### config.mk
export PLATFORM = sky130hd
export DESIGN_NAME = button_event_fifo
export DESIGN_NICKNAME = d
export VERILOG_FILES = /design/src/rtl/button_event_fifo.sv
export SDC_FILE = /design/constraint.sdc
export NUM_CORES = 1
export LEC_CHECK = 0
export BUFFER_PORTS_ARGS = -buffer_cell sky130_fd_sc_hd__buf_2
export CORE_ASPECT_RATIO = 1.75
export CORE_UTILIZATION = 35
export DETAILED_ROUTE_END_ITERATION = 8
export PLACE_DENSITY = 0.58
export SLEW_MARGIN = 30
export SYNTH_ARGS = -nofsm -noshare
export SYNTH_HDL_FRONTEND = slang
export SYNTH_SLANG_ARGS = --single-unit
### constraint.sdc
create_clock -name clk -period 2.21 [get_ports clk]
set_input_delay 0.1105 -clock clk [delete_from_list [all_inputs] [get_ports clk]]
set_output_delay 0.1105 -clock clk [all_outputs]
set_load 0.1 [all_outputs]
### src/rtl/button_event_fifo.sv
// button_event_fifo: sync + debounce 12 button lines, queue press codes.
// Ports: clk, reset, buttons[11:0] in; held[11:0], ev_valid, ev_code[3:0],
// overflow out; ev_ready in (consumer accepts FIFO head).
module button_event_fifo #(
  parameter int DEBOUNCE_CYCLES = 16,
  parameter int DEPTH           = 4
) (
  input  logic        clk,
  input  logic        reset,
  input  logic [11:0] buttons,
  output logic [11:0] held,
  output logic        ev_valid,
  output logic [3:0]  ev_code,
  input  logic        ev_ready,
  output logic        overflow
);

  localparam int          AW       = $clog2(DEPTH);
  localparam logic [15:0] DB_LIM   = 16'(DEBOUNCE_CYCLES - 1);
  localparam logic [AW:0] FULL_CNT = (AW+1)'(DEPTH);
  localparam logic [AW:0] CNT_ONE  = (AW+1)'(1);
  localparam logic [AW-1:0] PTR_ONE = AW'(1);

  logic [11:0]       s1, s2;
  logic [11:0][15:0] cnt, cnt_nx;
  logic [11:0]       held_nx;
  logic [11:0]       rise;
  logic [11:0]       pending, pending_nx;
  logic [11:0]       enq_mask;
  logic              drop;

  logic              enq_found;
  logic [3:0]        enq_idx;
  logic              enq, pop, full;

  logic [3:0]        mem [DEPTH];
  logic [AW-1:0]     head, tail;
  logic [AW:0]       count, count_nx;

  // Two-flop synchronizer for the asynchronous button levels.
  always_ff @(posedge clk) begin
    if (reset) begin
      s1 <= '0;
      s2 <= '0;
    end else begin
      s1 <= buttons;
      s2 <= s1;
    end
  end

  // Counter tracks how long s2 has disagreed with held; hitting the
  // limit flips held on that same edge.
  always_comb begin
    held_nx = held;
    cnt_nx  = cnt;
    for (int i = 0; i < 12; i++) begin
      if (s2[i] == held[i]) begin
        cnt_nx[i] = '0;
      end else if (cnt[i] == DB_LIM) begin
        cnt_nx[i]  = '0;
        held_nx[i] = ~held[i];
      end else begin
        cnt_nx[i] = cnt[i] + 16'd1;
      end
    end
  end

  assign rise = held_nx & ~held;

  always_ff @(posedge clk) begin
    if (reset) begin
      held <= '0;
      cnt  <= '0;
    end else begin
      held <= held_nx;
      cnt  <= cnt_nx;
    end
  end

  // Lowest-index pending bit wins the single enqueue slot.
  always_comb begin
    enq_found = 1'b0;
    enq_idx   = 4'd0;
    for (int i = 0; i < 12; i++) begin
      if (pending[i] && !enq_found) begin
        enq_found = 1'b1;
        enq_idx   = 4'(i);
      end
    end
  end

  assign pop  = ev_valid & ev_ready;
  assign full = (count == FULL_CNT);
  // A pop frees the slot on the same edge, so full+pop may enqueue.
  assign enq  = enq_found & (~full | pop);

  assign enq_mask = enq ? (12'b1 << enq_idx) : 12'b0;

  // A press is only lost if its pending bit stays occupied this edge.
  assign drop       = |(rise & pending & ~enq_mask);
  assign pending_nx = (pending & ~enq_mask) | rise;

  always_ff @(posedge clk) begin
    if (reset) begin
      pending  <= '0;
      overflow <= 1'b0;
    end else begin
      pending <= pending_nx;
      if (drop) overflow <= 1'b1;
    end
  end

  always_comb begin
    count_nx = count;
    unique case ({enq, pop})
      2'b10:   count_nx = count + CNT_ONE;
      2'b01:   count_nx = count - CNT_ONE;
      default: count_nx = count;
    endcase
  end

  always_ff @(posedge clk) begin
    if (reset) begin
      head  <= '0;
      tail  <= '0;
      count <= '0;
    end else begin
      count <= count_nx;
      if (enq) tail <= tail + PTR_ONE;
      if (pop) head <= head + PTR_ONE;
    end
  end

  // Storage needs no reset; the output is gated by ev_valid.
  always_ff @(posedge clk) begin
    if (enq) mem[tail] <= enq_idx;
  end

  assign ev_valid = (count != '0);
  assign ev_code  = ev_valid ? mem[head] : 4'd0;

endmodule
; Word level (Yosys, flattened, before mapping)
; Memories as Yosys holds them, arrays and structs flattened. A register that Yosys moved wholly into a read port is not among the register bits.
; Index checks and enable logic that the tools add are counted.
[word_totals]
ff_bits = 248
ramBits = 16
in_bits = 15
output_inout_bits = 18
word_cells = 179
mem_count = 1
[classes]
addsub = 16
n_eq_ne = 27
n_shift = 1
mux = 54
bitwise = 23
n_reduce_logical = 37
[memory_table]
columns = memory, words, word_bits, rd, rd_clocked_by_memory_dff, wr, line_no
row1 = mem, 4, 4, 1, 1, 1, 36  ; logic [3:0] mem [DEPTH];
[ops]
columns = op, n
row1 = $add A16 B1 Y16 const B, 12
row2 = $eq A16 B4 Y1 const B, 12
row3 = $and A12 B12 Y12, 4
row4 = $mux W4, 11
row5 = $mux W1, 39
row6 = $reduce_or A3 Y1, 12
row7 = $not A12 Y12, 2
row8 = $not A1 Y1, 13
row9 = $eq A1 B1 Y1, 12
row10 = $mux W12, 1
row11 = $or A12 B12 Y12, 1
row12 = $reduce_or A12 Y1, 1
row13 = $shl A1 B4 Y12 const A, 1
row14 = $logic_and A1 B1 Y1, 11
row15 = $logic_not A1 Y1, 11
row16 = $pmux W3 S2, 1
row17 = $add A2 B1 Y2 const B, 2
row18 = $mux W2, 2
row19 = $add A3 B1 Y3 const B, 1
row20 = $eq A3 B3 Y1 const B, 1
row21 = $reduce_bool A3 Y1, 1
row22 = $sub A3 B1 Y3 const B, 1
row23 = $and A1 B1 Y1, 2
row24 = $eq A2 B1 Y1 const B, 1
row25 = other kinds (3), 3

; Longest topological paths before layout
; Gate-level depths: netlist (run 1).
[logic_depth]
depth_word = 39
mapped_depth = 8

; Worst setup path before layout (run 1)
; No wires, ideal clock.
[synth_timing]
path_kind = reg2reg
start = register count[0]
end = register count[2]
setup_ps = 128
t_arrival_ps = 2637
t_required_ps = 2082
slack_ps = -555
stages_incl_launch_ff = 9
path_buffers = 1
path_cell_list = dfxtp_1 > or3_1 > clkbuf_1 > and2_1 > nand3_1 > fa_1 > mux2_2 > xor2_1 > nor2_1
[synth_via]
elab_chain_len = 6
[synth_lines]
columns = item, line_no
row1 = start: declaration, 38  ; logic [AW:0] count, count_nx;
row2 = start signal: assignment, 128  ; count <= count_nx;
row3 = $reduce_bool A3 Y1 (*), 139  ; assign ev_valid = (count != '0);
row4 = named net ev_valid, 12  ; output logic ev_valid,
row5 = $and A1 B1 Y1 (*), 92  ; assign pop = ev_valid & ev_ready;
row6 = $or A1 B1 Y1, 95  ; assign enq = enq_found & (~full | pop);
row7 = $and A1 B1 Y1, 95
row8 = $eq A2 B1 Y1 or $eq A2 B2 Y1 (tied branches), 115  ; unique case ({enq, pop})
row9 = $pmux W3 S2 or $reduce_bool A2 Y1 (tied branches), n/a
; The timed path passes the listed nets; every way through them passes the cells marked *.
; A chain may end at the register's enable or synchronous reset.

==> flow_summary.html, run 1 <==
<table>
<tr><th>Metric</th><th>Value</th></tr>
<tr><th colspan="2">Synthesis</th></tr>
<tr><td>Register area share after synthesis</td><td>0.4974</td></tr>
<tr><td>Post-synth design cell area</td><td>11,030 µm²</td></tr>
<tr><td>Count of synthesis-stage warnings from yosys</td><td>0</td></tr>
<tr><td>Number of enable flip-flop cells after synthesis</td><td>16</td></tr>
<tr><td>Net count after synthesis</td><td>1,221</td></tr>
<tr><td>Number of storage elements in the synthesis netlist</td><td>between 200 and 300</td></tr>
<tr><td>Number of distinct library cells after synthesis</td><td>56</td></tr>
<tr><td>Share of synthesized registers carrying an async set or reset</td><td>0</td></tr>
<tr><td>Most frequently used flop master after synthesis</td><td>dfxtp_1</td></tr>
<tr><td>Average size of a mapped cell</td><td>9.274 µm²</td></tr>
<tr><td>Mapped Cells</td><td>between 1,000 and 1,500</td></tr>
<tr><th colspan="2">Floorplan</th></tr>
<tr><td>I/O pin total</td><td>33</td></tr>
<tr><td>Standard cell core area</td><td>30,840 µm²</td></tr>
<tr><td>Width of the die</td><td>~140 µm</td></tr>
<tr><td>Number of cell rows</td><td>85</td></tr>
<tr><td>Die area</td><td>32,250 µm²</td></tr>
<tr><td>Floorplan die height</td><td>236.8 µm</td></tr>
<tr><td>Initial Util</td><td>0.3575</td></tr>
<tr><th colspan="2">Timing</th></tr>
<tr><td>Fin Setup TNS</td><td>0 ns</td></tr>
<tr><td>Final setup margin</td><td>between 0.1 and 0.15 ns</td></tr>
<tr><td>Total count of max-transition violations in the final report</td><td>0</td></tr>
<tr><td>Tmin final</td><td>2.088 ns</td></tr>
<tr><td>Setup repair after global routing missed its margin</td><td>false</td></tr>
<tr><td>Tightest slew margin relative to the limit</td><td>0.5466</td></tr>
<tr><td>Final worst clock skew</td><td>between 0.01 and 0.015 ns</td></tr>
<tr><td>Final number of hold-violating endpoints</td><td>0</td></tr>
<tr><td>FMAX</td><td>0.4789 GHz</td></tr>
<tr><td>Count of endpoints failing setup in the final report</td><td>0</td></tr>
<tr><td>Actual slew at the worst max-slew pin</td><td>roughly 0.68 ns</td></tr>
<tr><td>Fraction of the cycle the final worst path needs</td><td>0.9448</td></tr>
<tr><th colspan="2">Route</th></tr>
<tr><td>Total wire length after detailed routing</td><td>20.88 mm</td></tr>
<tr><td>Vias</td><td>a little over 8,000</td></tr>
<tr><td>Routed Antenna Nets</td><td>0</td></tr>
<tr><td>Via-per-instance ratio</td><td>4.876</td></tr>
<tr><td>Starting DRC count in detailed routing</td><td>~320</td></tr>
<tr><td>Initial DRT Pass Iterations</td><td>4</td></tr>
<tr><td>Final routed DRC violation total</td><td>0</td></tr>
<tr><td>WL/cell</td><td>12.65 µm</td></tr>
<tr><th colspan="2">Clock network</th></tr>
<tr><td>CTS Buffer Depth</td><td>3</td></tr>
<tr><td>Number of buffers inserted during clock tree synthesis</td><td>26</td></tr>
<tr><td>Clock Tree Root</td><td>clkbuf_16</td></tr>
<tr><td>Clock-pin slew on the worst setup and hold paths</td><td>0.07 ns</td></tr>
<tr><td>TritonCTS clock tree</td><td>done</td></tr>
<tr><td>Worst skew pair latency</td><td>0.53 ns</td></tr>
<tr><td>Clk sinks</td><td>about 270</td></tr>
<tr><td>Number of H-tree levels</td><td>1</td></tr>
<tr><th colspan="2">Place</th></tr>
<tr><td>Worst slack after detailed placement</td><td>~0.090 ns</td></tr>
<tr><td>Post-DP HPWL</td><td>about 15 mm</td></tr>
<tr><td>Count of buffers from port buffering</td><td>32</td></tr>
<tr><td>Placed cell count</td><td>between 1,500 and 2,000</td></tr>
<tr><td>Routability congestion estimate</td><td>~0.9</td></tr>
<tr><th colspan="2">Worst hold path</th></tr>
<tr><td>Capture endpoint of the worst hold path</td><td>count[1]$_SDFFE_PP0P_</td></tr>
<tr><td>Worst hold-check path type</td><td>input port to flop</td></tr>
<tr><td>Instance count along the most critical hold path</td><td>4</td></tr>
<tr><td>Critical hold path startpoint</td><td>ev_ready</td></tr>
<tr><th colspan="2">Setup path</th></tr>
<tr><td>Cells along the critical path</td><td>mux4_2, and2_1, buf_2</td></tr>
<tr><td>Cell family with most CP delay</td><td>multiplexers</td></tr>
<tr><td>Critical path class</td><td>flop to output port</td></tr>
<tr><td>Worst path depth</td><td>3</td></tr>
<tr><td>Crit Path Max Fanout</td><td>4</td></tr>
<tr><td>Arrival @ worst endpoint</td><td>1.98 ns</td></tr>
<tr><td>R2r startpoint</td><td>pending[7]$_SDFF_PP0_</td></tr>
<tr><td>Cell with the largest stage delay on the worst path</td><td>mux4_2</td></tr>
<tr><td>Kind of launch point of the worst setup path</td><td>flop</td></tr>
<tr><td>Crit path buf inv count</td><td>1</td></tr>
<tr><td>End of the worst register-to-register path</td><td>overflow$_SDFFE_PP0P_</td></tr>
<tr><td>Critical path's largest stage delay</td><td>0.53 ns</td></tr>
<tr><td>Required time of the worst setup path</td><td>between 2 and 2.5 ns</td></tr>
<tr><td>Worst r2r path cells</td><td>8</td></tr>
<tr><td>Critical path endpoint category</td><td>output port</td></tr>
<tr><td>R2R setup slack</td><td>about 0.15 ns</td></tr>
<tr><th colspan="2">Layout</th></tr>
<tr><td>Nets</td><td>approximately 1,300</td></tr>
<tr><td>Final standard cell count with taps included and fillers excluded</td><td>1,650</td></tr>
<tr><td>Diode count</td><td>0</td></tr>
<tr><td>Area Overhead vs Synth</td><td>15.34%</td></tr>
<tr><td>Leading cell types in the layout, fill and taps excluded</td><td>dfxtp_1, nor2_1, xnor2_1</td></tr>
<tr><td>Total of fill cells in the finished design</td><td>3,062</td></tr>
<tr><td>Share of post-route cells with drive strength above 1</td><td>0.08340</td></tr>
<tr><td>Most common cell after layout, fill and taps aside</td><td>dfxtp_1</td></tr>
<tr><th colspan="2">Job</th></tr>
<tr><td>Number of max-cap violations</td><td>0</td></tr>
<tr><th colspan="2">Pwr</th></tr>
<tr><td>Total power divided by cell area</td><td>820.4 nW/µm²</td></tr>
<tr><td>IR drop worst, VDD</td><td>between 800 and 900 µV</td></tr>
<tr><td>Static leakage</td><td>4.449 nW</td></tr>
<tr><td>PnR Total Power</td><td>between 10 and 15 mW</td></tr>
<tr><th colspan="2">Global route</th></tr>
<tr><td>First-pass GRT wire length</td><td>36.29 mm</td></tr>
<tr><td>Initial antenna violation count</td><td>0</td></tr>
<tr><td>Via count of the first global-routing pass</td><td>~8,000</td></tr>
<tr><td>Residual overflow from global routing</td><td>0</td></tr>
<tr><td>Global-route usage over all layers</td><td>0.1347</td></tr>
<tr><td>Maximum number of pins on one net before global-route repair</td><td>32</td></tr>
<tr><th colspan="2">Outcome</th></tr>
<tr><td>Run status</td><td>completed</td></tr>
</table>
## synth_stat cells (7+ instances only)
cell / n / share of area
nand3b_1: 7 / 0.0048
nor2_1: 229 / 0.078
nor2b_1: 30 / 0.017
dfxtp_1: 250 / 0.45
xor2_1: 83 / 0.066
edfxtp_1: 16 / 0.044
nand2_1: 56 / 0.019
nand3_1: 64 / 0.029
and2_1: 11 / 0.0062
and3_1: 60 / 0.034
xnor2_1: 86 / 0.068
inv_1: 30 / 0.010
mux2i_1: 12 / 0.011
nand4_1: 24 / 0.014
nor4_1: 39 / 0.022
a21oi_1: 29 / 0.013
and4_1: 15 / 0.012
clkbuf_1: 31 / 0.011
o21ai_0: 24 / 0.011
ha_1: 16 / 0.018
or3_1: 29 / 0.016
## layer usage
layer	routed length, µm	GRT usage	share of wire	up-vias
met1	8702	0.1492	0.42	3773
met4	762	0.06094	0.036	0
met3	589	0.01905	0.028	45
met5	0	0	0	-
met2	10820	0.2478	0.52	84
li1	-	-	-	4143
## stage by stage
step / area, µm² / utilization / hold slack [ns]
floorplan: 11030 / - / 0.2387
global placement: 11650 / 0.3778 / 0.3171
detailed placement: 11650 / 0.3778 / 0.3242
CTS: 12710 / 0.4120 / 0.07489
global route: 12720 / 0.4124 / 0.1044
finish: 12720 / 0.4124 / 0.1097
## power by group
group          switching, mW  internal [mW]
logic                  0.497          0.203
registers             0.0514           4.89
clock network           1.85           2.94
total                   2.40           8.04
## logic make-up (layout without fill, tap and decap cells)
logic type / Yosys count / count (layout) / share of synthesized area
mux: 17 / 17 / 0.02008
xor+xnor: 170 / 170 / 0.1357
flops: 266 / 266 / 0.4974
compound gates: 71 / 71 / 0.03869
fa+ha+maj: 17 / 17 / 0.01997
buf+inv: 64 / 134 / 0.02190
simple gates: 584 / 584 / 0.2662
## worst max path at each step
stage                                from                    end
floorplan           count[0]$_SDFFE_PP0P_  count[2]$_SDFFE_PP0P_
global placement    pending[7]$_SDFF_PP0_  overflow$_SDFFE_PP0P_
detailed placement  pending[7]$_SDFF_PP0_  overflow$_SDFFE_PP0P_
CTS                                  flop             ev_code[0]
global route                         flop             ev_code[0]
finish                               flop             ev_code[0]
## registers in the layout, indices dropped and copies added, names as in the netlist, 2 cells and up, named ones only
name / cells
count: 3
held: 12
tail: 2
mem: 16
cnt: 192
s2: 12
head: 2
s1: 12
pending: 12
## worst min-delay path, stage by stage
cell,delay (ns)
buf_2,0.12
nand2_1,0.12
xnor2_2,0.16
a211oi_1,0.08
## area by class of cell
type,count,area (µm²),share of cell area
multi-input combinational,859,5313,0.4177
inverter,30,112.6,0.008854
timing repair buffer,58,385.4,0.03030
clock inverter,12,191.4,0.01505
sequential,266,5485,0.4313
tap,391,489.2,0.03847
clock buffer,34,742.0,0.05834
## timing repair
item | CTS | global route
endpoints found under the hold margin | 12 | 0
hold buffers | 12 | 0
setup endpoints to repair | 0 | 1
buffers inserted | 0 | 0
gates resized for setup | 0 | 5
Power figures use the tool's default switching activity.
==> run 2: changes to the inputs <==
Settings changed: CTS_BUF_LIST set to sky130_fd_sc_hd__clkbuf_8.
Clock period 2.21 ns to 1.9 ns, I/O delays scaled along.
==> run 2 against run 1 <==
Critical path type is now flop to flop. Sequential share of layout area is 1.3 points lower. The run now ends with setup timing left. Critical path depth is 4 higher. Critical endpoint is now overflow$_SDFFE_PP0P_. Highest routed layer unchanged. Largest cell class unchanged. First-iteration DRC count is 19% lower. Setup slack worse by 0.19 ns. Final area is 3.6% higher. Cell count is 4.2% higher. Total power is 9.7% higher. Global-route usage is 0.66 points higher.
==> flow_summary.html, run 2 (same netlist as run 1, synthesis figures left out) <==
<table>
<tr><th>Metric</th><th>Value</th></tr>
<tr><th colspan="2">Outcome</th></tr>
<tr><td>Run status</td><td>finished, violations left</td></tr>
<tr><td>Failing checks</td><td>setup timing</td></tr>
<tr><th colspan="2">Pwr</th></tr>
<tr><td>IR drop worst, VDD</td><td>720.3 µV (-16%)</td></tr>
<tr><td>Static leakage</td><td>4.745 nW (+6.7%)</td></tr>
<tr><td>Total power divided by cell area</td><td>868.7 nW/µm² (+5.9%)</td></tr>
<tr><th colspan="2">Clock network</th></tr>
<tr><td>Number of H-tree levels</td><td>2 (+1)</td></tr>
<tr><td>TritonCTS clock tree</td><td>done</td></tr>
<tr><td>Worst skew pair latency</td><td>0.56 ns (+0.03 ns)</td></tr>
<tr><td>Number of buffers inserted during clock tree synthesis</td><td>40 (+54%)</td></tr>
<tr><td>Clock Tree Root</td><td>clkbuf_8</td></tr>
<tr><td>Clk sinks</td><td>266 (unchanged)</td></tr>
<tr><td>CTS Buffer Depth</td><td>3 (unchanged)</td></tr>
<tr><td>Clock-pin slew on the worst setup and hold paths</td><td>0.06 ns (about the same)</td></tr>
<tr><th colspan="2">Route</th></tr>
<tr><td>Vias</td><td>8,271 (+2.8%)</td></tr>
<tr><td>Starting DRC count in detailed routing</td><td>256 (-19%)</td></tr>
<tr><td>Via-per-instance ratio</td><td>4.809 (-1.4%)</td></tr>
<tr><td>Total wire length after detailed routing</td><td>21.49 mm (+2.9%)</td></tr>
<tr><td>Final routed DRC violation total</td><td>0 (unchanged)</td></tr>
<tr><td>Initial DRT Pass Iterations</td><td>4 (unchanged)</td></tr>
<tr><td>Routed Antenna Nets</td><td>0 (unchanged)</td></tr>
<tr><td>WL/cell</td><td>12.50 µm (-1.2%)</td></tr>
<tr><th colspan="2">Global route</th></tr>
<tr><td>First-pass GRT wire length</td><td>37.00 mm (+2.0%)</td></tr>
<tr><td>Global-route usage over all layers</td><td>0.1412 (+0.006560)</td></tr>
<tr><td>Residual overflow from global routing</td><td>0 (unchanged)</td></tr>
<tr><td>Via count of the first global-routing pass</td><td>8,212 (+3.0%)</td></tr>
<tr><td>Maximum number of pins on one net before global-route repair</td><td>33 (+3.1%)</td></tr>
<tr><td>Initial antenna violation count</td><td>1 (+1)</td></tr>
<tr><th colspan="2">Layout</th></tr>
<tr><td>Most common cell after layout, fill and taps aside</td><td>dfxtp_1</td></tr>
<tr><td>Share of post-route cells with drive strength above 1</td><td>0.1574 (+0.07398)</td></tr>
<tr><td>Nets</td><td>1,335 (+4.9%)</td></tr>
<tr><td>Area Overhead vs Synth</td><td>19.48%</td></tr>
<tr><td>Final Core Density</td><td>0.4272 (+0.01481)</td></tr>
<tr><td>Register name with the most flops</td><td>cnt</td></tr>
<tr><td>Largest registers</td><td>cnt (192), mem (16)</td></tr>
<tr><td>Number of flip-flops under the largest register name</td><td>192 (unchanged)</td></tr>
<tr><td>Leading cell types in the layout, fill and taps excluded</td><td>dfxtp_1, nor2_1, xnor2_1</td></tr>
<tr><th colspan="2">Timing</th></tr>
<tr><td>Count of endpoints failing setup in the final report</td><td>2 (+2)</td></tr>
<tr><td>Total count of max-transition violations in the final report</td><td>0 (unchanged)</td></tr>
<tr><td>Actual slew at the worst max-slew pin</td><td>0.7135 ns (+0.03346 ns)</td></tr>
<tr><td>Tightest slew margin relative to the limit</td><td>0.5243 (-0.02230)</td></tr>
<tr><td>Final number of hold-violating endpoints</td><td>0 (unchanged)</td></tr>
<tr><td>Fraction of the cycle the final worst path needs</td><td>1.037</td></tr>
<tr><td>Setup repair after global routing missed its margin</td><td>true</td></tr>
<tr><td>Tmin final</td><td>1.971 ns</td></tr>
<tr><td>Final worst clock skew</td><td>0.02481 ns (+0.01073 ns)</td></tr>
<tr><td>Fin Setup TNS</td><td>-0.08719 ns (-0.08719 ns)</td></tr>
<tr><td>FMAX</td><td>0.5073 GHz</td></tr>
<tr><td>Final setup margin</td><td>-0.07112 ns (-0.1931 ns)</td></tr>
<tr><td>Worst slack on hold paths</td><td>0.08246 ns (-0.02727 ns)</td></tr>
<tr><th colspan="2">Setup path</th></tr>
<tr><td>Critical path endpoint category</td><td>flop</td></tr>
<tr><td>R2r startpoint</td><td>pending[2]$_SDFF_PP0_</td></tr>
<tr><td>End of the worst register-to-register path</td><td>overflow$_SDFFE_PP0P_</td></tr>
<tr><td>Worst r2r path cells</td><td>7 (-1)</td></tr>
<tr><td>R2R setup slack</td><td>-0.07 ns (-0.22 ns)</td></tr>
<tr><td>Arrival @ worst endpoint</td><td>2.40 ns (+0.42 ns)</td></tr>
<tr><td>Kind of launch point of the worst setup path</td><td>flop</td></tr>
<tr><td>Required time of the worst setup path</td><td>2.33 ns (+0.23 ns)</td></tr>
<tr><td>Critical path class</td><td>flop to flop</td></tr>
<tr><td>Crit Path Max Fanout</td><td>4 (unchanged)</td></tr>
<tr><th colspan="2">Floorplan</th></tr>
<tr><td>Initial Util</td><td>0.3575 (unchanged)</td></tr>
<tr><td>I/O pin total</td><td>33 (unchanged)</td></tr>
<tr><td>Standard cell core area</td><td>30,840 µm² (unchanged)</td></tr>
<tr><td>Floorplan die height</td><td>236.8 µm (unchanged)</td></tr>
<tr><td>Number of cell rows</td><td>85 (unchanged)</td></tr>
<tr><td>Die area</td><td>32,250 µm² (unchanged)</td></tr>
<tr><td>Width of the die</td><td>136.2 µm (unchanged)</td></tr>
<tr><th colspan="2">Place</th></tr>
<tr><td>Worst slack after detailed placement</td><td>-0.2074 ns (-0.2974 ns)</td></tr>
<tr><td>Count of buffers from port buffering</td><td>32 (unchanged)</td></tr>
<tr><td>Routability congestion estimate</td><td>0.8417 (-4.4%)</td></tr>
<tr><td>Post-DP HPWL</td><td>15.45 mm (+3.5%)</td></tr>
<tr><th colspan="2">Worst hold path</th></tr>
<tr><td>Capture endpoint of the worst hold path</td><td>held[8]$_SDFF_PP0_</td></tr>
<tr><td>Instance count along the most critical hold path</td><td>2 (-2)</td></tr>
<tr><td>Critical hold path startpoint</td><td>reset</td></tr>
<tr><td>Worst hold-check path type</td><td>input port to flop</td></tr>
<tr><th colspan="2">Job</th></tr>
<tr><td>Number of max-cap violations</td><td>0 (unchanged)</td></tr>
</table>
run 2: cell count changes in the layout (fill, tap and decap cells not counted), moves of 14 or more:
| cell | before | now |
|---|---|---|
| buf_4 | 14 | 59 |
| clkbuf_16 | 27 | 0 |
| clkbuf_8 | 4 | 46 |
| dfxtp_1 | 250 | 234 |
| dfxtp_2 | 0 | 14 |
run 2: cell type report:
type / instances / area, µm²
tap: 391 / 489.2
clock buffer: 46 / 633.1
multi-input combinational: 859 / 5470
antenna: 1 / 2.502
clock inverter: 21 / 141.4
timing repair buffer: 106 / 815.8
inverter: 30 / 112.6
fill: 3049 / 17670
sequential: 266 / 5510
run 2: layer usage:
metal  global-route usage  wire [µm]  vias up
met2               0.2629      11470       86
li1                     -          -     4274
met1               0.1457       8524     3856
met5                    0          0        -
met3              0.02719        638       55
met4              0.07306        860        0
run 2: critical path, stage by stage, from the launching register on:
cell,delay (ns)
dfxtp_4,0.36
or4_4,0.53
o221ai_4,0.22
nand3_2,0.15
or3b_1,0.20
o211ai_1,0.10
nor3_2,0.21
a31oi_1,0.09
run 2: report_power, final:
group          total (mW)  internal (mW)  leakage [nW]  switching, mW
Clock                4.63           2.47         0.430           2.15
Sequential           5.74           5.69          2.18         0.0510
Combinational        1.08          0.437          2.14          0.638
run 2: worst max-delay path by stage:
stage / startpoint / to / slack [ns] / cells past startpoint
floorplan: pending[3]$_SDFF_PP0_ / count[2]$_SDFFE_PP0P_ / -0.06 / 8
finish: pending[2]$_SDFF_PP0_ / overflow$_SDFFE_PP0P_ / -0.07 / 7
CTS: pending[2]$_SDFF_PP0_ / overflow$_SDFFE_PP0P_ / -0.08 / 7
global placement: pending[3]$_SDFF_PP0_ / count[2]$_SDFFE_PP0P_ / -0.13 / 7
global route: pending[2]$_SDFF_PP0_ / overflow$_SDFFE_PP0P_ / -0.18 / 7
detailed placement: pending[8]$_SDFF_PP0_ / overflow$_SDFFE_PP0P_ / -0.21 / 8
run 2: stage by stage:
stage | instance area, µm² | instances | power (mW)
3_5_place_dp | 12030 | 1637 | 6.750
2_1_floorplan | 11090 | 1189 | 6.617
6_report | 13180 | 1720 | 11.44
4_1_cts | 13080 | 1717 | 11.61
5_1_grt | 13180 | 1720 | 11.95
3_3_place_gp | 12030 | 1637 | 6.742
run 2: repair_timing:
item / CTS / global route
pin swaps: 7 / 8
resized for setup: 40 / 18
endpoints found under the setup margin: 28 / 62
endpoints found under the hold margin: 14 / 0
setup buffers: 0 / 2
hold buffers: 13 / 0
==> run 3: changes to the inputs <==
Settings changed: CORE_UTILIZATION 35 to 40, GPL_ROUTABILITY_DRIVEN set to 0, PLACE_DENSITY 0.58 to 0.63.
==> run 3 against run 2 <==
The flow still finishes with violations (setup timing). Fmax fell by 0.29%. Clock-buffer cell count grew 1. Die area shrank 12%. Total power down 0.96%. Sequential share of layout area up 0.12 points. Non-clock buffer count unchanged. Combinational power is essentially flat. Clock power decreased by 3%. Flip-flop and latch count unchanged. Critical path type unchanged. Largest cell class unchanged.
==> flow_summary.html, run 3 (same netlist as run 1, synthesis figures left out) <==
<table>
<tr><th>Metric</th><th>Value</th></tr>
<tr><th colspan="2">Setup path</th></tr>
<tr><td>Arrival @ worst endpoint</td><td>2.44 ns (+0.04 ns)</td></tr>
<tr><td>Cell family with most CP delay</td><td>simple AND/OR/NAND/NOR gates</td></tr>
<tr><td>Critical path's largest stage delay</td><td>0.37 ns (-0.16 ns)</td></tr>
<tr><td>Cell with the largest stage delay on the worst path</td><td>or3b_1</td></tr>
<tr><td>Cells along the critical path</td><td>nor4_4, buf_4, buf_4, nand4_1, nand3_2, or3b_1, o211ai_1, nor3_2, a31oi_1</td></tr>
<tr><td>Kind of launch point of the worst setup path</td><td>flop</td></tr>
<tr><td>Critical path endpoint category</td><td>flop</td></tr>
<tr><td>Most prevalent standard cell on the critical path</td><td>buf_4</td></tr>
<tr><td>Crit Path Max Fanout</td><td>4 (unchanged)</td></tr>
<tr><td>Crit path buf inv count</td><td>2 (+2)</td></tr>
<tr><td>Critical path class</td><td>flop to flop</td></tr>
<tr><td>Required time of the worst setup path</td><td>2.36 ns (+0.03 ns)</td></tr>
<tr><th colspan="2">Place</th></tr>
<tr><td>Count of buffers from port buffering</td><td>32 (unchanged)</td></tr>
<tr><td>Post-DP HPWL</td><td>15.18 mm (-1.7%)</td></tr>
<tr><td>Placement Cell Area</td><td>12,010 µm² (-0.17%)</td></tr>
<tr><th colspan="2">Layout</th></tr>
<tr><td>Share of post-route cells with drive strength above 1</td><td>0.1594 (+0.002019)</td></tr>
<tr><td>Area Overhead vs Synth</td><td>19.20%</td></tr>
<tr><td>Largest registers</td><td>cnt (192), mem (16)</td></tr>
<tr><td>Multi-input gate area</td><td>5470 µm² (unchanged)</td></tr>
<tr><td>Leading cell types in the layout, fill and taps excluded</td><td>dfxtp_1, nor2_1, xnor2_1</td></tr>
<tr><td>Nets</td><td>1,335 (unchanged)</td></tr>
<tr><td>Register name with the most flops</td><td>cnt</td></tr>
<tr><td>Number of flip-flops under the largest register name</td><td>192 (unchanged)</td></tr>
<tr><td>Total of fill cells in the finished design</td><td>2,676 (-12%)</td></tr>
<tr><td>Most common cell after layout, fill and taps aside</td><td>dfxtp_1</td></tr>
<tr><td>Post-layout instance area</td><td>13,140 µm² (-0.24%)</td></tr>
<tr><td>Footprint of the flip-flops and latches</td><td>5513 µm² (about the same)</td></tr>
<tr><th colspan="2">Timing</th></tr>
<tr><td>Worst slack on hold paths</td><td>0.05047 ns (-0.03199 ns)</td></tr>
<tr><td>Setup repair after global routing missed its margin</td><td>true</td></tr>
<tr><td>Tightest slew margin relative to the limit</td><td>0.5575 (+0.03321)</td></tr>
<tr><td>Total count of max-transition violations in the final report</td><td>0 (unchanged)</td></tr>
<tr><td>Fraction of the cycle the final worst path needs</td><td>1.040 (+0.002980)</td></tr>
<tr><td>Final worst clock skew</td><td>0.01333 ns (-0.01148 ns)</td></tr>
<tr><td>Tmin final</td><td>1.977 ns (+0.005661 ns)</td></tr>
<tr><td>Fin Setup TNS</td><td>-0.07678 ns (+0.01040 ns)</td></tr>
<tr><td>Final number of hold-violating endpoints</td><td>0 (unchanged)</td></tr>
<tr><td>Count of endpoints failing setup in the final report</td><td>1 (-1)</td></tr>
<tr><td>Actual slew at the worst max-slew pin</td><td>0.6637 ns (-0.04981 ns)</td></tr>
<tr><td>FMAX</td><td>0.5059 GHz (-0.29%)</td></tr>
<tr><td>Final setup margin</td><td>-0.07678 ns (-0.005661 ns)</td></tr>
<tr><th colspan="2">Outcome</th></tr>
<tr><td>Failing checks</td><td>setup timing</td></tr>
<tr><td>Run status</td><td>finished, violations left</td></tr>
<tr><th colspan="2">Route</th></tr>
<tr><td>Final routed DRC violation total</td><td>0 (unchanged)</td></tr>
<tr><td>Starting DRC count in detailed routing</td><td>287 (+12%)</td></tr>
<tr><td>Routed Antenna Nets</td><td>0 (unchanged)</td></tr>
<tr><td>Initial DRT Pass Iterations</td><td>5 (+1)</td></tr>
<tr><td>WL/cell</td><td>12.61 µm (+0.88%)</td></tr>
<tr><td>Via-per-instance ratio</td><td>4.910 (+2.1%)</td></tr>
<tr><td>Vias</td><td>8,347 (+0.92%)</td></tr>
<tr><td>Total wire length after detailed routing</td><td>21.43 mm (-0.29%)</td></tr>
<tr><th colspan="2">Clock network</th></tr>
<tr><td>Worst skew pair latency</td><td>0.55 ns (about the same)</td></tr>
<tr><td>TritonCTS clock tree</td><td>done</td></tr>
<tr><td>Number of buffers inserted during clock tree synthesis</td><td>40 (unchanged)</td></tr>
<tr><td>Clock Tree Root</td><td>clkbuf_8</td></tr>
<tr><td>Number of H-tree levels</td><td>2 (unchanged)</td></tr>
<tr><td>Clk sinks</td><td>266 (unchanged)</td></tr>
<tr><td>CTS Buffer Depth</td><td>3 (unchanged)</td></tr>
<tr><td>Clock-pin slew on the worst setup and hold paths</td><td>0.06 ns (about the same)</td></tr>
<tr><th colspan="2">Global route</th></tr>
<tr><td>Residual overflow from global routing</td><td>0 (unchanged)</td></tr>
<tr><td>Met2 Usage GRT</td><td>0.2967 (+0.03379)</td></tr>
<tr><td>Peak-usage layer in the global routing report</td><td>met2</td></tr>
<tr><td>Maximum number of pins on one net before global-route repair</td><td>30 (-9.1%)</td></tr>
<tr><td>First-pass GRT wire length</td><td>36.46 mm (-1.5%)</td></tr>
<tr><td>Met3 global-route usage</td><td>0.02944 (+0.002251)</td></tr>
<tr><td>Via count of the first global-routing pass</td><td>8,314 (+1.2%)</td></tr>
<tr><td>Routing usage on met1</td><td>0.1577 (+0.01206)</td></tr>
<tr><td>Initial antenna violation count</td><td>0 (-1)</td></tr>
<tr><td>Global-route usage over all layers</td><td>0.1568 (+0.01556)</td></tr>
<tr><th colspan="2">Floorplan</th></tr>
<tr><td>Die area</td><td>28,260 µm² (-12%)</td></tr>
<tr><td>Standard cell core area</td><td>27,230 µm² (-12%)</td></tr>
<tr><td>Initial Util</td><td>0.4050 (+0.04748)</td></tr>
<tr><td>Number of cell rows</td><td>80 (-5.9%)</td></tr>
<tr><td>Floorplan die height</td><td>221.6 µm (-6.4%)</td></tr>
<tr><td>I/O pin total</td><td>33 (unchanged)</td></tr>
<tr><td>Width of the die</td><td>127.5 µm (-6.4%)</td></tr>
<tr><th colspan="2">Pwr</th></tr>
<tr><td>Internal cell power</td><td>8.517 mW (-1.0%)</td></tr>
<tr><td>Portion of total power attributed to combinational logic</td><td>0.095 (about the same)</td></tr>
<tr><td>Part of the power in the clock network</td><td>0.398 (-0.006)</td></tr>
<tr><td>Total power divided by cell area</td><td>862.3 nW/µm² (-0.73%)</td></tr>
<tr><td>Static leakage</td><td>4.748 nW (about the same)</td></tr>
<tr><td>IR drop worst, VDD</td><td>449.1 µV (-38%)</td></tr>
<tr><td>Proportion of total power due to net switching</td><td>0.2486 (+0.0003377)</td></tr>
<tr><td>Sequential fraction of design power</td><td>0.507 (+0.005)</td></tr>
<tr><td>Switching power summed over all nets</td><td>2.818 mW (-0.83%)</td></tr>
<tr><th colspan="2">Worst hold path</th></tr>
<tr><td>Worst hold-check path type</td><td>input port to flop</td></tr>
<tr><th colspan="2">Job</th></tr>
<tr><td>Number of max-cap violations</td><td>0 (unchanged)</td></tr>
</table>
[run 3: what timing repair did]
action                     in CTS  in global routing
hold endpoints to repair       12                  0
resized for setup              44                 17
setup endpoints to repair       8                117
hold buffers                   12                  0
setup buffers                   1                  1
pin swaps                      12                  4
[run 3: worst register-to-register path, cell delays in order, from the launching register on]
cell      delay, ns
dfxtp_1        0.35
nor4_4         0.30
buf_4          0.16
buf_4          0.10
nand4_1        0.13
nand3_2        0.15
or3b_1         0.37
o211ai_1       0.13
nor3_2         0.06
a31oi_1        0.17
[run 3: worst paths after layout]
kind,startpoint,end,slack (ns),cells after the start
worst max-delay path,pending[1]$_SDFF_PP0_,overflow$_SDFFE_PP0P_,-0.08,9
worst min-delay path,ev_ready,head[0]$_SDFFE_PP0P_,0.05,4
worst max register to register,pending[1]$_SDFF_PP0_,overflow$_SDFFE_PP0P_,-0.08,9
worst min register to register,s1[5]$_SDFF_PP0_,s2[5]$_SDFF_PP0_,0.44,1
[run 3: per-layer routing]
metal	vias to the layer above	wire, µm
met1	3924	8497
met2	101	11330
met4	0	876
li1	4266	-
met5	-	0
met3	56	724
[run 3: cell type report]
| class | instances | share of cell area |
|---|---|---|
| flip-flops and latches | 266 | 0.4194 |
| multi-input cells | 859 | 0.4162 |
| repair buffers | 106 | 0.06188 |
| clock buffers | 47 | 0.04921 |
| well taps | 369 | 0.03513 |
| clock inverters | 22 | 0.009424 |
| inverters | 30 | 0.008567 |
| diodes | 1 | 0.0001904 |
[run 3: stage by stage]
stage | power [mW] | utilization | instances | worst slack, ns
after floorplan | 6.617 | - | 1189 | -0.05737
after global placement | 6.732 | 0.4412 | 1616 | -0.1145
after detailed placement | 6.741 | 0.4412 | 1616 | -0.1582
after CTS | 11.47 | 0.4801 | 1698 | -0.08319
after global routing | 11.80 | 0.4827 | 1699 | -0.1864
final | 11.33 | 0.4828 | 1700 | -0.07678
[run 3: power by group through the flow]
stage               Clock [mW]  Combinational, mW  Sequential [mW]
CTS                       4.70               1.03             5.75
global placement             0              0.865             5.87
global route              4.91               1.13             5.76
finish                    4.51               1.07             5.75
floorplan                    0              0.757             5.86
detailed placement           0              0.868             5.87
